`src/rtl/mux8_rr_sched_pkg.sv`:
```
// Shared constants and types for the 8-way round-robin mux scheduler.
package mux8_sched_pkg;

   localparam int NREQ         = 8;
   localparam int SEL_W        = 3;
   localparam int DEF_MAX_HOLD = 4;

   typedef enum logic {
      IDLE = 1'b0,
      OWN  = 1'b1
   } state_e;

   function automatic logic [NREQ-1:0] onehot8(input logic [SEL_W-1:0] i);
      onehot8 = NREQ'(1) << i;
   endfunction

endpackage

```
`src/rtl/mux8_rr_sched_if.sv`:
```
// Request/grant bundle between the requesters (master) and the scheduler (slave).
interface mux8_rr_sched_if #(
   parameter int CNT_W = 4
);
   import mux8_sched_pkg::*;

   logic [NREQ-1:0]  req;
   logic             done;
   logic [NREQ-1:0]  grant;
   logic [SEL_W-1:0] sel;
   logic             busy;
   logic [CNT_W-1:0] hold_cnt;

   modport master (output req, done, input grant, sel, busy, hold_cnt);
   modport slave  (input req, done, output grant, sel, busy, hold_cnt);

endinterface

```
`src/rtl/mux8_rr_sched_rr_pick8.sv`:
```
// Combinational round-robin pick: first set bit of (req & ~mask) scanning up from start, wrapping.
module rr_pick8
   import mux8_sched_pkg::*;
(
   input  logic [NREQ-1:0]  req,
   input  logic [NREQ-1:0]  mask,
   input  logic [SEL_W-1:0] start,
   output logic             found,
   output logic [SEL_W-1:0] idx
);

   logic [NREQ-1:0]  eff;
   logic [NREQ-1:0]  rot;
   logic [SEL_W-1:0] pos;

   assign eff = req & ~mask;

   // rot[0] is the candidate at 'start', so a plain lowest-bit encoder gives the RR order
   for (genvar i = 0; i < NREQ; i++) begin : g_rot
      logic [SEL_W-1:0] src;
      assign src    = start + SEL_W'(i);
      assign rot[i] = eff[src];
   end

   always_comb begin
      pos = '0;
      for (int i = NREQ - 1; i >= 0; i--) begin
         if (rot[i]) pos = SEL_W'(i);
      end
   end

   assign found = |rot;
   assign idx   = pos + start;

endmodule

```
`src/rtl/mux8_rr_sched.sv`:
```
// Round-robin owner scheduler for a shared 8:1 mux path with a per-grant hold limit.
module mux8_rr_sched
   import mux8_sched_pkg::*;
#(
   parameter int MAX_HOLD = DEF_MAX_HOLD,
   parameter int CNT_W    = 4
) (
   input  logic            clk,
   input  logic            rst_n,
   mux8_rr_sched_if.slave  bus
);

   localparam logic [CNT_W-1:0] HOLD_LAST = CNT_W'(MAX_HOLD - 1);

   state_e           state_q, state_d;
   logic [NREQ-1:0]  grant_q, grant_d;
   logic [SEL_W-1:0] sel_q,   sel_d;
   logic [SEL_W-1:0] ptr_q,   ptr_d;
   logic             busy_q,  busy_d;
   logic [CNT_W-1:0] hold_q,  hold_d;

   logic             own;
   logic             rel;
   logic [NREQ-1:0]  pick_mask;
   logic [SEL_W-1:0] pick_start;
   logic             pick_found;
   logic [SEL_W-1:0] pick_idx;

   // One picker serves both the idle pick and the handover pick; on handover the
   // old owner is masked so it cannot win the same cycle it lets go.
   assign own        = (state_q == OWN);
   assign pick_mask  = own ? onehot8(sel_q) : '0;
   assign pick_start = own ? (sel_q + SEL_W'(1)) : ptr_q;
   assign rel        = bus.done | ~bus.req[sel_q] | (hold_q == HOLD_LAST);

   rr_pick8 u_pick (
      .req   (bus.req),
      .mask  (pick_mask),
      .start (pick_start),
      .found (pick_found),
      .idx   (pick_idx)
   );

   always_comb begin
      state_d = state_q;
      grant_d = grant_q;
      sel_d   = sel_q;
      ptr_d   = ptr_q;
      busy_d  = busy_q;
      hold_d  = hold_q;
      case (state_q)
         IDLE: begin
            if (pick_found) begin
               state_d = OWN;
               grant_d = onehot8(pick_idx);
               sel_d   = pick_idx;
               busy_d  = 1'b1;
               hold_d  = '0;
            end
         end
         OWN: begin
            if (!rel) begin
               hold_d = hold_q + CNT_W'(1);
            end else begin
               ptr_d  = sel_q + SEL_W'(1);
               hold_d = '0;
               if (pick_found) begin
                  grant_d = onehot8(pick_idx);
                  sel_d   = pick_idx;
               end else begin
                  // sel is left alone in IDLE so the mux select does not toggle
                  state_d = IDLE;
                  grant_d = '0;
                  busy_d  = 1'b0;
               end
            end
         end
         default: state_d = IDLE;
      endcase
   end

   always_ff @(posedge clk or negedge rst_n) begin
      if (!rst_n) begin
         state_q <= IDLE;
         grant_q <= '0;
         sel_q   <= '0;
         ptr_q   <= '0;
         busy_q  <= 1'b0;
         hold_q  <= '0;
      end else begin
         state_q <= state_d;
         grant_q <= grant_d;
         sel_q   <= sel_d;
         ptr_q   <= ptr_d;
         busy_q  <= busy_d;
         hold_q  <= hold_d;
      end
   end

   assign bus.grant    = grant_q;
   assign bus.sel      = sel_q;
   assign bus.busy     = busy_q;
   assign bus.hold_cnt = hold_q;

endmodule

```
`src/flat_wrapper.sv`:
```
// flat-port wrapper written by rule: the top's interface ports become plain ports
module mux8_rr_sched_flat import mux8_sched_pkg::*;
#(
   parameter int MAX_HOLD = DEF_MAX_HOLD,
   parameter int CNT_W    = 4
)
  (clk, rst_n, bus_req, bus_done, bus_grant, bus_sel, bus_busy, bus_hold_cnt);
  mux8_rr_sched_if #(.CNT_W(CNT_W)) bus_i ();
  input  logic clk;
  input  logic rst_n;
  input wire logic [$bits(bus_i.req)-1:0] bus_req;
  input wire logic [$bits(bus_i.done)-1:0] bus_done;
  output wire logic [$bits(bus_i.grant)-1:0] bus_grant;
  output wire logic [$bits(bus_i.sel)-1:0] bus_sel;
  output wire logic [$bits(bus_i.busy)-1:0] bus_busy;
  output wire logic [$bits(bus_i.hold_cnt)-1:0] bus_hold_cnt;
  assign bus_i.req = bus_req;
  assign bus_i.done = bus_done;
  assign bus_grant = bus_i.grant;
  assign bus_sel = bus_i.sel;
  assign bus_busy = bus_i.busy;
  assign bus_hold_cnt = bus_i.hold_cnt;
  mux8_rr_sched #(.MAX_HOLD(MAX_HOLD), .CNT_W(CNT_W)) u_core (.clk(clk), .rst_n(rst_n), .bus(bus_i));
endmodule
```
`config.mk`:
```
export PLATFORM = sky130hd
export DESIGN_NAME = mux8_rr_sched_flat
export DESIGN_NICKNAME = d
export VERILOG_FILES = /design/src/rtl/mux8_rr_sched_pkg.sv /design/src/rtl/mux8_rr_sched_if.sv /design/src/rtl/mux8_rr_sched_rr_pick8.sv /design/src/rtl/mux8_rr_sched.sv /design/src/flat_wrapper.sv
export SDC_FILE = /design/constraint.sdc
export NUM_CORES = 1
export LEC_CHECK = 0
export BUFFER_PORTS_ARGS = -buffer_cell sky130_fd_sc_hd__buf_4
export CORE_ASPECT_RATIO = 0.6
export CORE_MARGIN = 5
export CORE_UTILIZATION = 52
export CTS_CLUSTER_DIAMETER = 80
export CTS_CLUSTER_SIZE = 24
export DETAILED_ROUTE_END_ITERATION = 10
export GPL_TIMING_DRIVEN = 0
export PLACE_DENSITY = 0.76
export SLEW_MARGIN = 5
export SYNTH_ARGS = -nofsm -noshare
export SYNTH_HDL_FRONTEND = slang
export SYNTH_HIERARCHICAL = 1
export SYNTH_SLANG_ARGS = --single-unit
```
`constraint.sdc`:
```
create_clock -name clk -period 3.7 [get_ports clk]
set_input_delay 0.185 -clock clk [delete_from_list [all_inputs] [get_ports clk]]
set_output_delay 0.185 -clock clk [all_outputs]
set_load 0.1 [all_outputs]
```
==> results.cfg, run 1 <==
[global_route]
antenna_found_initial = 0
grt_usage = 0.225
grt_max_degree = 21
overflow = 0
grt_pass1_wl_um = 8630
grt_pass1_vias = 1675

[clocking]
cts_buffers = 3
h-tree-depth = 1
clkSinkCount = 20
worst_skew_pair.late_latency_ps = 260
cts-root-buf = clkbuf_8
cts_tree = yes
cts.path.max_buffers = 2
clk_pin_slew_ps = 70

[placement]
placed_cells = 243
routabilityCongestion = 0.845
numPortBuffers = 26
dp_slack_ps = -666
dp_hpwl_um = 3830

[routing]
routedWlPerCell_um = 20.1
drt_pre_antenna_iters = 4
routed_via_density = 6.17
num_vias = 1704
drt-initial-drc-count = 128
route.detailed.drc = 0
wirelength_um = 5550
antenna_left = 0

[timing]
finalCritPeriodShare = 1.07
final.min_clock_period_ps = 3970
fin_skew_ps = 1.32
worstMarginPinSlew_ps = 609
relSlewSlack = 0.591
max_freq_mhz = 252
grt_setup_unrepaired = yes
setup_viol = 9
fin_ws_ps = -268
hold_viol = 0
final_max_slew_viol_count = 0

[setup_path]
crit_arrival_ps = 4120
regToRegStartpoint = u_core/bus.sel[0]$_DFFE_PN0P_
cp_slowest_cell = dfrtp_4
r2r_setup_slack_ps = -270
worst-setup-path-type = flip-flop to flip-flop
reg2reg_to = u_core/bus.grant[0]$_DFFE_PN0P_
crit_path_cell_trace = buf_8 > mux2i_4 > buf_6 > inv_4 > buf_12 > mux2_4 > mux4_2 > nand2b_4 > a21boi_2 > o221a_1 > ha_2 > inv_2 > fa_2 > xor2_4 > xnor2_4 > nor2_2 > a32o_1
r2r_cells = 17
required_ps = 3850
crit_path_start_kind = flip-flop
max_stage_delay_ps = 520
endpoint_kind = flip-flop
crit_fanout = 7

[cells_and_area]
n_antenna_cell = 0
final_nets = 253
final_layout_size_suffix_gt1_frac = 0.546
fillerInstances = 233
final_cells = 276
area_delta_synth_final_pct = 41.0

[synthesis]
synth_cells = 170
yosysWarnings = 6
syn_area_per_cell_um2 = 11.3
synth_nets = 193
ys_seq_elements = 20
yosysUniqueCellTypes = 49
synth_top_family_by_area = multiplexers
synth_compound_area_frac = 0.161
syn-cell-area_um2 = 1910
synth_fa_ha_area_frac = 0.0824
synthSimpleGateAreaFrac = 0.143
ys_seq_area_frac = 0.262
synthMuxAreaShare = 0.272
synth_xor_area_frac = 0.0183

[floorplan]
ioPinCount = 27
fp-row-count = 17
die_w_um = 88.3
core_area_um2 = 3620
start_util = 0.529
die_h_um = 57.0
dieArea_um2 = 5030

[run]
cap_violations = 0

[min_path]
hp-class = input port to async pin

[outcome]
violations = negative setup slack
status = finished, violations left
## what timing repair did
item | CTS | global route
setup endpoints to repair | 13 | 13
buffers inserted | 17 | 12
endpoints found under the hold margin | 20 | 0
pin swaps | 12 | 9
cloned | 0 | 0
hold buffers | 1 | 0
resized for setup | 21 | 19
## metal layers
metal	wire, um	vias to the layer above	share of wire	global-route usage
li1	-	766	-	-
met1	2330	838	0.42	0.315
met2	2600	94	0.47	0.361
met3	569	6	0.10	0.0433
met4	57	0	0.010	0.0539
met5	0	-	0	0
## cell usage in the layout, fill, tap and decap left out, types with 2 or more instances in the layout
cell,n
buf_4,54
dfrtp_1,16
mux2i_1,14
inv_1,10
mux2_4,9
and3_1,8
nand2_1,7
mux4_2,7
and2_1,5
nor2b_1,5
nor2b_2,5
a32o_1,5
ha_4,5
ha_1,4
clkbuf_8,3
inv_4,3
a22o_1,3
dfrtp_4,3
buf_6,3
inv_6,2
nand2b_1,2
nand3_1,2
nor2_1,2
a41oi_1,2
o21ai_1,2
o211ai_1,2
mux2_1,2
ha_2,2
xor2_4,2
xnor2_4,2
mux4_1,2
nand2_2,2
## state kept, by name (all words and copies together), names as in the netlist
signal	cells
u_core/bus.grant	8
u_core/bus.sel	3
u_core/bus.hold_cnt	4
u_core/ptr_q	3
u_core/bus.busy	1
u_core/own	1
## worst max-delay path by stage
stage                                        from                               to  slack [ps]  cells after the start
floorplan           u_core/bus.sel[0]$_DFFE_PN0P_  u_core/bus.grant[2]$_DFFE_PN0P_        -200                     17
global placement             u_core/own$_DFF_PN0_  u_core/bus.grant[1]$_DFFE_PN0P_        -580                     18
detailed placement           u_core/own$_DFF_PN0_  u_core/bus.grant[2]$_DFFE_PN0P_        -670                     18
CTS                 u_core/bus.sel[0]$_DFFE_PN0P_  u_core/bus.grant[1]$_DFFE_PN0P_        -240                     17
global route        u_core/bus.sel[0]$_DFFE_PN0P_  u_core/bus.grant[0]$_DFFE_PN0P_        -380                     17
finish              u_core/bus.sel[0]$_DFFE_PN0P_  u_core/bus.grant[0]$_DFFE_PN0P_        -270                     17
## cell families (layout without fill, tap and decap cells)
logic type / after synthesis / after routing
adders and majority gates: 12 / 12
muxes: 36 / 36
AOI/OAI and AO/OA: 29 / 29
xor gates and xnor gates: 4 / 4
DFF: 20 / 20
buffers and inverters: 22 / 81
and+or+nand+nor: 47 / 47
## synthesized netlist by cell type (all sizes together)
cell type	number	area, um^2
a21boi	1	7.51
nor3	1	5.00
inv	17	66.3
nor2	3	11.3
o21ai	2	10.0
and2	5	31.3
o32ai	1	27.5
xor2	2	17.5
mux2i	16	160
o2bb2ai	1	8.76
nand2b	3	18.8
a32o	6	60.1
or4	1	11.3
fa	1	20.0
ha	11	138
and3	8	50.1
clkbuf	1	3.75
o2111ai	1	8.76
o221a	1	11.3
nand4	1	6.26
nor2b	11	68.8
a41oi	2	17.5
nand3	2	10.0
mux4	9	218
or2	1	6.26
o2bb2a	1	11.3
or3b	1	8.76
o211ai	2	15.0
xnor2	2	17.5
o31ai	2	28.8
o22ai	2	12.5
dfrtp	20	500
mux2	11	143
nand2	9	33.8
a2bb2o	1	20.0
o2111a	1	12.5
a31oi	1	21.3
and4bb	1	12.5
a31o	1	8.76
buf	4	47.5
a22o	3	26.3
## worst max-delay path: cells and delay by family (launching register included)
kind | cells | cell delay [ps]
buffers and inverters | 5 | 500
muxes | 3 | 970
xor gates and xnor gates | 2 | 440
adders and majority gates | 2 | 580
and+or+nand+nor | 2 | 240
DFF | 1 | 520
AOI/OAI and AO/OA | 3 | 590
## final cells by class
| cell class | instances | area, um^2 | area share |
|---|---|---|---|
| Clock buffer | 4 | 45.0 | 0.0167 |
| Sequential cell | 20 | 513 | 0.190 |
| Buffer | 4 | 57.6 | 0.0213 |
| Timing Repair Buffer | 56 | 427 | 0.158 |
| Tap cell | 47 | 58.8 | 0.0218 |
| Inverter | 17 | 86.3 | 0.0320 |
| Multi-Input combinational cell | 128 | 1510 | 0.560 |
## through the flow
stage | hold WS (ps) | instance area (um^2) | TNS [ps] | util
global placement | 69.4 | 2280 | -5110 | 0.630
CTS | 341 | 2530 | -1910 | 0.699
detailed placement | 78.6 | 2280 | -6080 | 0.630
global route | 367 | 2700 | -3260 | 0.746
floorplan | -111 | 2020 | -1350 | -
finish | 333 | 2700 | -2120 | 0.746
Power of run 1 is left out: the tool's default activity adds up to more than one toggle a clock period on the data nets, which glitch-free logic cannot reach.
==> inputs of run 2 (changes only) <==
Settings changed: CTS_BUF_LIST set to sky130_fd_sc_hd__clkbuf_4 sky130_fd_sc_hd__clkbuf_8 sky130_fd_sc_hd__clkbuf_16.
==> run 2 against run 1 <==
- the run still ends with negative setup slack left
- sequential share of layout area rose by 0.13 points
- clock skew rose by 1.1 ps
- sequential cell count did not move
- largest cell class unchanged
==> results.cfg, run 2 (same netlist as run 1, synthesis figures left out) <==
[routing]
antenna_left = 0
route.detailed.drc = 0
drt-initial-drc-count = 103
wirelength_um = 5580
routedWlPerCell_um = 20.4
num_vias = 1692
drt_pre_antenna_iters = 4
routed_via_density = 6.20

[floorplan]
die_h_um = 57.0
dieArea_um2 = 5030
die_w_um = 88.3
fp-row-count = 17
ioPinCount = 27
core_area_um2 = 3620
start_util = 0.529

[placement]
numPortBuffers = 26
dpl-instance-area_um2 = 2280
placed_cells = 243
routabilityCongestion = 0.845
dp_hpwl_um = 3830

[clocking]
clk_pin_slew_ps = 70
h-tree-depth = 1
cts_tree = yes
cts-root-buf = clkbuf_8
worst_skew_pair.late_latency_ps = 260
cts.path.max_buffers = 2
clkSinkCount = 20
cts_buffers = 3

[cells_and_area]
final_area_um2 = 2680
final_cells = 273
fillerInstances = 240
final_cell_mix = buf_4, dfrtp_1, mux2i_1, inv_1, mux2_4
n_antenna_cell = 0
largest_register_ffs = 8
mostFrequentLayoutCell = buf_4
final_nets = 250
final_layout_size_suffix_gt1_frac = 0.544
area_delta_synth_final_pct = 40.0

[setup_path]
crit_path_start_kind = flip-flop
crit_path_cell_trace = buf_8 > mux2i_4 > buf_6 > inv_4 > buf_12 > mux2_4 > mux4_2 > nand2b_4 > a21boi_2 > o221a_1 > ha_2 > inv_2 > fa_2 > xor2_4 > xnor2_4 > nor2_2 > a32o_1
r2r_cells = 17
cp_slowest_cell = mux4_2
worst-setup-path-type = flip-flop to flip-flop
crit_arrival_ps = 4140
max_stage_delay_ps = 530
endpoint_kind = flip-flop
required_ps = 3850
crit_fanout = 7

[global_route]
grt_pass1_vias = 1669
overflow = 0
grt_pass1_wl_um = 8600
antenna_found_initial = 0
grt_use_met2 = 0.360
grt_use_met3 = 0.0433
grtUsageMet1 = 0.314
grt_usage = 0.224
busiest_layer = met2
grt_max_degree = 21

[timing]
hold_ws_ps = 334
max_freq_mhz = 251
grt_setup_unrepaired = yes
hold_viol = 0
finalCritPeriodShare = 1.08
relSlewSlack = 0.602
fin_skew_ps = 2.40
setup_viol = 9
final.min_clock_period_ps = 3990
fin_ws_ps = -289
worstMarginPinSlew_ps = 592
final_max_slew_viol_count = 0
tns_ps = -2240

[min_path]
hp-class = input port to async pin

[outcome]
violations = negative setup slack
status = finished, violations left

[run]
cap_violations = 0
-- run 2: cell count changes in the layout (fill, tap and decap cells not counted) --
cell      previous run  this run
clkbuf_4             0         1
clkbuf_1             1         0
buf_4               54        51
-- run 2: what timing repair did --
item,CTS,global route
gates cloned,0,0
endpoints found under the setup margin,13,13
pin swaps,12,8
resized for setup,21,19
hold endpoints to repair,20,0
hold buffers,1,0
buffers inserted,17,9
-- run 2: cell type report --
type | instances | area, um^2 | share of cell area
Sequential cell | 20 | 513 | 0.191
Buffer | 4 | 57.6 | 0.0215
Inverter | 17 | 86.3 | 0.0322
Timing Repair Buffer | 53 | 404 | 0.151
Tap cell | 47 | 58.8 | 0.0220
Clock buffer | 4 | 48.8 | 0.0182
Multi-Input combinational cell | 128 | 1510 | 0.564
-- run 2: per-layer routing --
metal / share of wire / vias up / routed length (um)
li1: - / 759 / -
met1: 0.44 / 853 / 2460
met2: 0.47 / 74 / 2600
met3: 0.084 / 6 / 468
met4: 0.0099 / 0 / 55
met5: 0 / - / 0
-- run 2: final timing paths --
path                       slack, ps                            endpoint                            start
setup / recovery                -290     u_core/bus.grant[0]$_DFFE_PN0P_    u_core/bus.sel[0]$_DFFE_PN0P_
hold / removal                   330     u_core/bus.grant[5]$_DFFE_PN0P_                            rst_n
setup reg to reg                -290     u_core/bus.grant[0]$_DFFE_PN0P_    u_core/bus.sel[0]$_DFFE_PN0P_
hold reg to reg                  500     u_core/bus.grant[3]$_DFFE_PN0P_  u_core/bus.grant[3]$_DFFE_PN0P_
max in group asynchronous       3130       u_core/bus.sel[1]$_DFFE_PN0P_                            rst_n
min in group clk                 450  u_core/bus.hold_cnt[1]$_DFFE_PN0P_                         bus_done
-- run 2: metrics by stage --
stage	util	setup WS (ps)
finish	0.741	-289
CTS	0.700	-239
detailed placement	0.630	-666
global route	0.741	-388
global placement	0.630	-585
floorplan	-	-196
-- run 2: worst max-delay path: cells and delay by family, from the launching register on --
family | cells | cell delay [ps]
DFF | 1 | 520
xor gates and xnor gates | 2 | 450
muxes | 3 | 1010
AOI/OAI and AO/OA | 3 | 570
buffers and inverters | 5 | 500
and+or+nand+nor | 2 | 240
adders and majority gates | 2 | 580
Power of run 2 is left out for the same reason.
==> inputs of run 3 (changes only) <==
Settings changed: CORE_UTILIZATION 52 to 60, PLACE_DENSITY 0.76 to 0.83.
Clock period 3.7 ns to 4.6 ns, I/O delays scaled along.
==> run 3 against run 2 <==
- non-clock buffer count fell by 25
- register-to-register slack improved by 440 ps
- cell area fell by 17%
- wire length fell by 16%
- clock skew rose by 1.7 ps
- die area fell by 11%
- critical endpoint is now u_core/bus.grant[5]$_DFFE_PN0P_
- via count fell by 8.3%
- sequential cell count did not move
- worst hold slack improved by 40 ps
- global-route usage rose by 0.57 points
- final cell count fell by 11%
- the flow now finishes without violations
- fmax fell by 10%
==> results.cfg, run 3 (same netlist as run 1, synthesis figures left out) <==
[outcome]
status = complete, no violations

[setup_path]
worst-setup-path-type = flip-flop to flip-flop
endpoint_kind = flip-flop
crit_path_cell_trace = inv_2 > mux2i_1 > buf_6 > inv_4 > buf_12 > ha_1 > xnor2_2 > mux4_2 > mux2_2 > nand2b_1 > a21boi_1 > o221a_1 > ha_1 > inv_1 > fa_1 > xor2_1 > xnor2_2 > nor2b_2 > a32o_1
regToRegStartpoint = u_core/own$_DFF_PN0_
crit_fanout = 14
crit_path_start_kind = flip-flop
crit_arrival_ps = 4590
reg2reg_to = u_core/bus.grant[5]$_DFFE_PN0P_
required_ps = 4750
r2r_setup_slack_ps = 160
r2r_cells = 19
cp_slowest_cell = dfrtp_2
max_stage_delay_ps = 530

[timing]
fin_skew_ps = 4.06
relSlewSlack = 0.731
final.min_clock_period_ps = 4440
worstMarginPinSlew_ps = 393
max_freq_mhz = 225
setup_viol = 0
grt_setup_unrepaired = no
finalCritPeriodShare = 0.966
final_max_slew_viol_count = 0
hold_viol = 0

[placement]
routabilityCongestion = 0.941
placed_cells = 238
numPortBuffers = 26
dp_hpwl_um = 3730

[routing]
wirelength_um = 4700
routed_via_density = 6.41
route.detailed.drc = 0
drt_pre_antenna_iters = 4
drt-initial-drc-count = 104
routedWlPerCell_um = 19.4
antenna_left = 0
num_vias = 1552

[clocking]
cts_buffers = 3
clkSinkCount = 20
h-tree-depth = 1
cts-root-buf = clkbuf_8
clk_pin_slew_ps = 70
worst_skew_pair.late_latency_ps = 260
cts.path.max_buffers = 2
cts_tree = yes

[global_route]
grt_pass1_vias = 1568
grt_max_degree = 21
grt_pass1_wl_um = 7800
grt_usage = 0.230
overflow = 0
antenna_found_initial = 0

[cells_and_area]
final_cell_mix = buf_4, dfrtp_1, mux2i_1, inv_1, ha_1
largest_register_ffs = 8
fillerInstances = 206
final_cells = 242
final_nets = 225
mostFrequentLayoutCell = buf_4
multi_input_area_um2 = 1310
n_antenna_cell = 0
final_layout_size_suffix_gt1_frac = 0.320
seq_area_um2 = 502
area_delta_synth_final_pct = 16.6

[floorplan]
fp-row-count = 15
dieArea_um2 = 4460
die_w_um = 82.9
die_h_um = 53.7
core_area_um2 = 2970
ioPinCount = 27
start_util = 0.645

[min_path]
hp-class = input port to async pin

[run]
cap_violations = 0
-- run 3: cell types whose count changed in the layout (fill, tap and decap cells not counted), moves of 4 or more --
cell     before  now
ha_4          5    0
buf_4        51   27
ha_1          4   11
nor2b_1       5   10
nor2b_2       5    1
mux2_4        9    5
-- run 3: critical path, delay by kind of cell (launching register included) --
kind	cells	cell delay, ps
flip-flops	1	530
adder cells (fa/ha/maj)	3	600
XOR/XNOR	3	650
AND/OR/NAND/NOR	2	300
AO/OA/AOI/OAI	3	560
buffers and inverters	5	620
multiplexers	3	1060
-- run 3: per-stage QoR --
stage | utilization | area (um^2) | TNS [ps] | hold WS, ps | setup WS (ps)
CTS | 0.748 | 2220 | 0 | 387 | 101
global placement | 0.729 | 2160 | -281 | 115 | -57.4
floorplan | - | 1910 | 0 | -65.6 | 39.6
detailed placement | 0.729 | 2160 | -1700 | 123 | -243
global route | 0.752 | 2230 | 0 | 406 | 9.42
finish | 0.752 | 2230 | 0 | 374 | 155
-- run 3: layout make-up --
class,instances,share of cell area
plain buffers,4,0.0213
multi-input cells,128,0.587
flip-flops and latches,20,0.225
clock buffers,3,0.0185
inverters,17,0.0297
repair buffers,28,0.0953
well taps,42,0.0236
-- run 3: what timing repair did --
action,4_1_cts,5_1_grt
setup endpoints to repair,9,8
buffers inserted,0,1
gates resized for setup,2,4
hold endpoints to repair,20,0
hold buffers,1,0
pin swaps,0,1
-- run 3: how the worst max path moves through the flow --
stage / from / to / slack [ps] / cells past startpoint
3_5_place_dp: u_core/own$_DFF_PN0_ / u_core/bus.grant[3]$_DFFE_PN0P_ / -240 / 20
4_1_cts: u_core/own$_DFF_PN0_ / u_core/bus.grant[5]$_DFFE_PN0P_ / 100 / 19
5_1_grt: u_core/own$_DFF_PN0_ / u_core/bus.grant[5]$_DFFE_PN0P_ / 9 / 19
2_1_floorplan: u_core/bus.sel[0]$_DFFE_PN0P_ / u_core/bus.grant[2]$_DFFE_PN0P_ / 40 / 17
3_3_place_gp: u_core/own$_DFF_PN0_ / u_core/bus.grant[1]$_DFFE_PN0P_ / -60 / 18
6_report: u_core/own$_DFF_PN0_ / u_core/bus.grant[5]$_DFFE_PN0P_ / 160 / 19
-- run 3: layer usage --
| layer | up-vias | track usage | wire, um |
|---|---|---|---|
| met5 | - | 0 | 0 |
| met3 | 5 | 0.0550 | 335 |
| met4 | 0 | 0.0788 | 39 |
| met1 | 778 | 0.314 | 2280 |
| met2 | 61 | 0.364 | 2050 |
| li1 | 708 | - | - |
Power of run 3 is left out for the same reason.
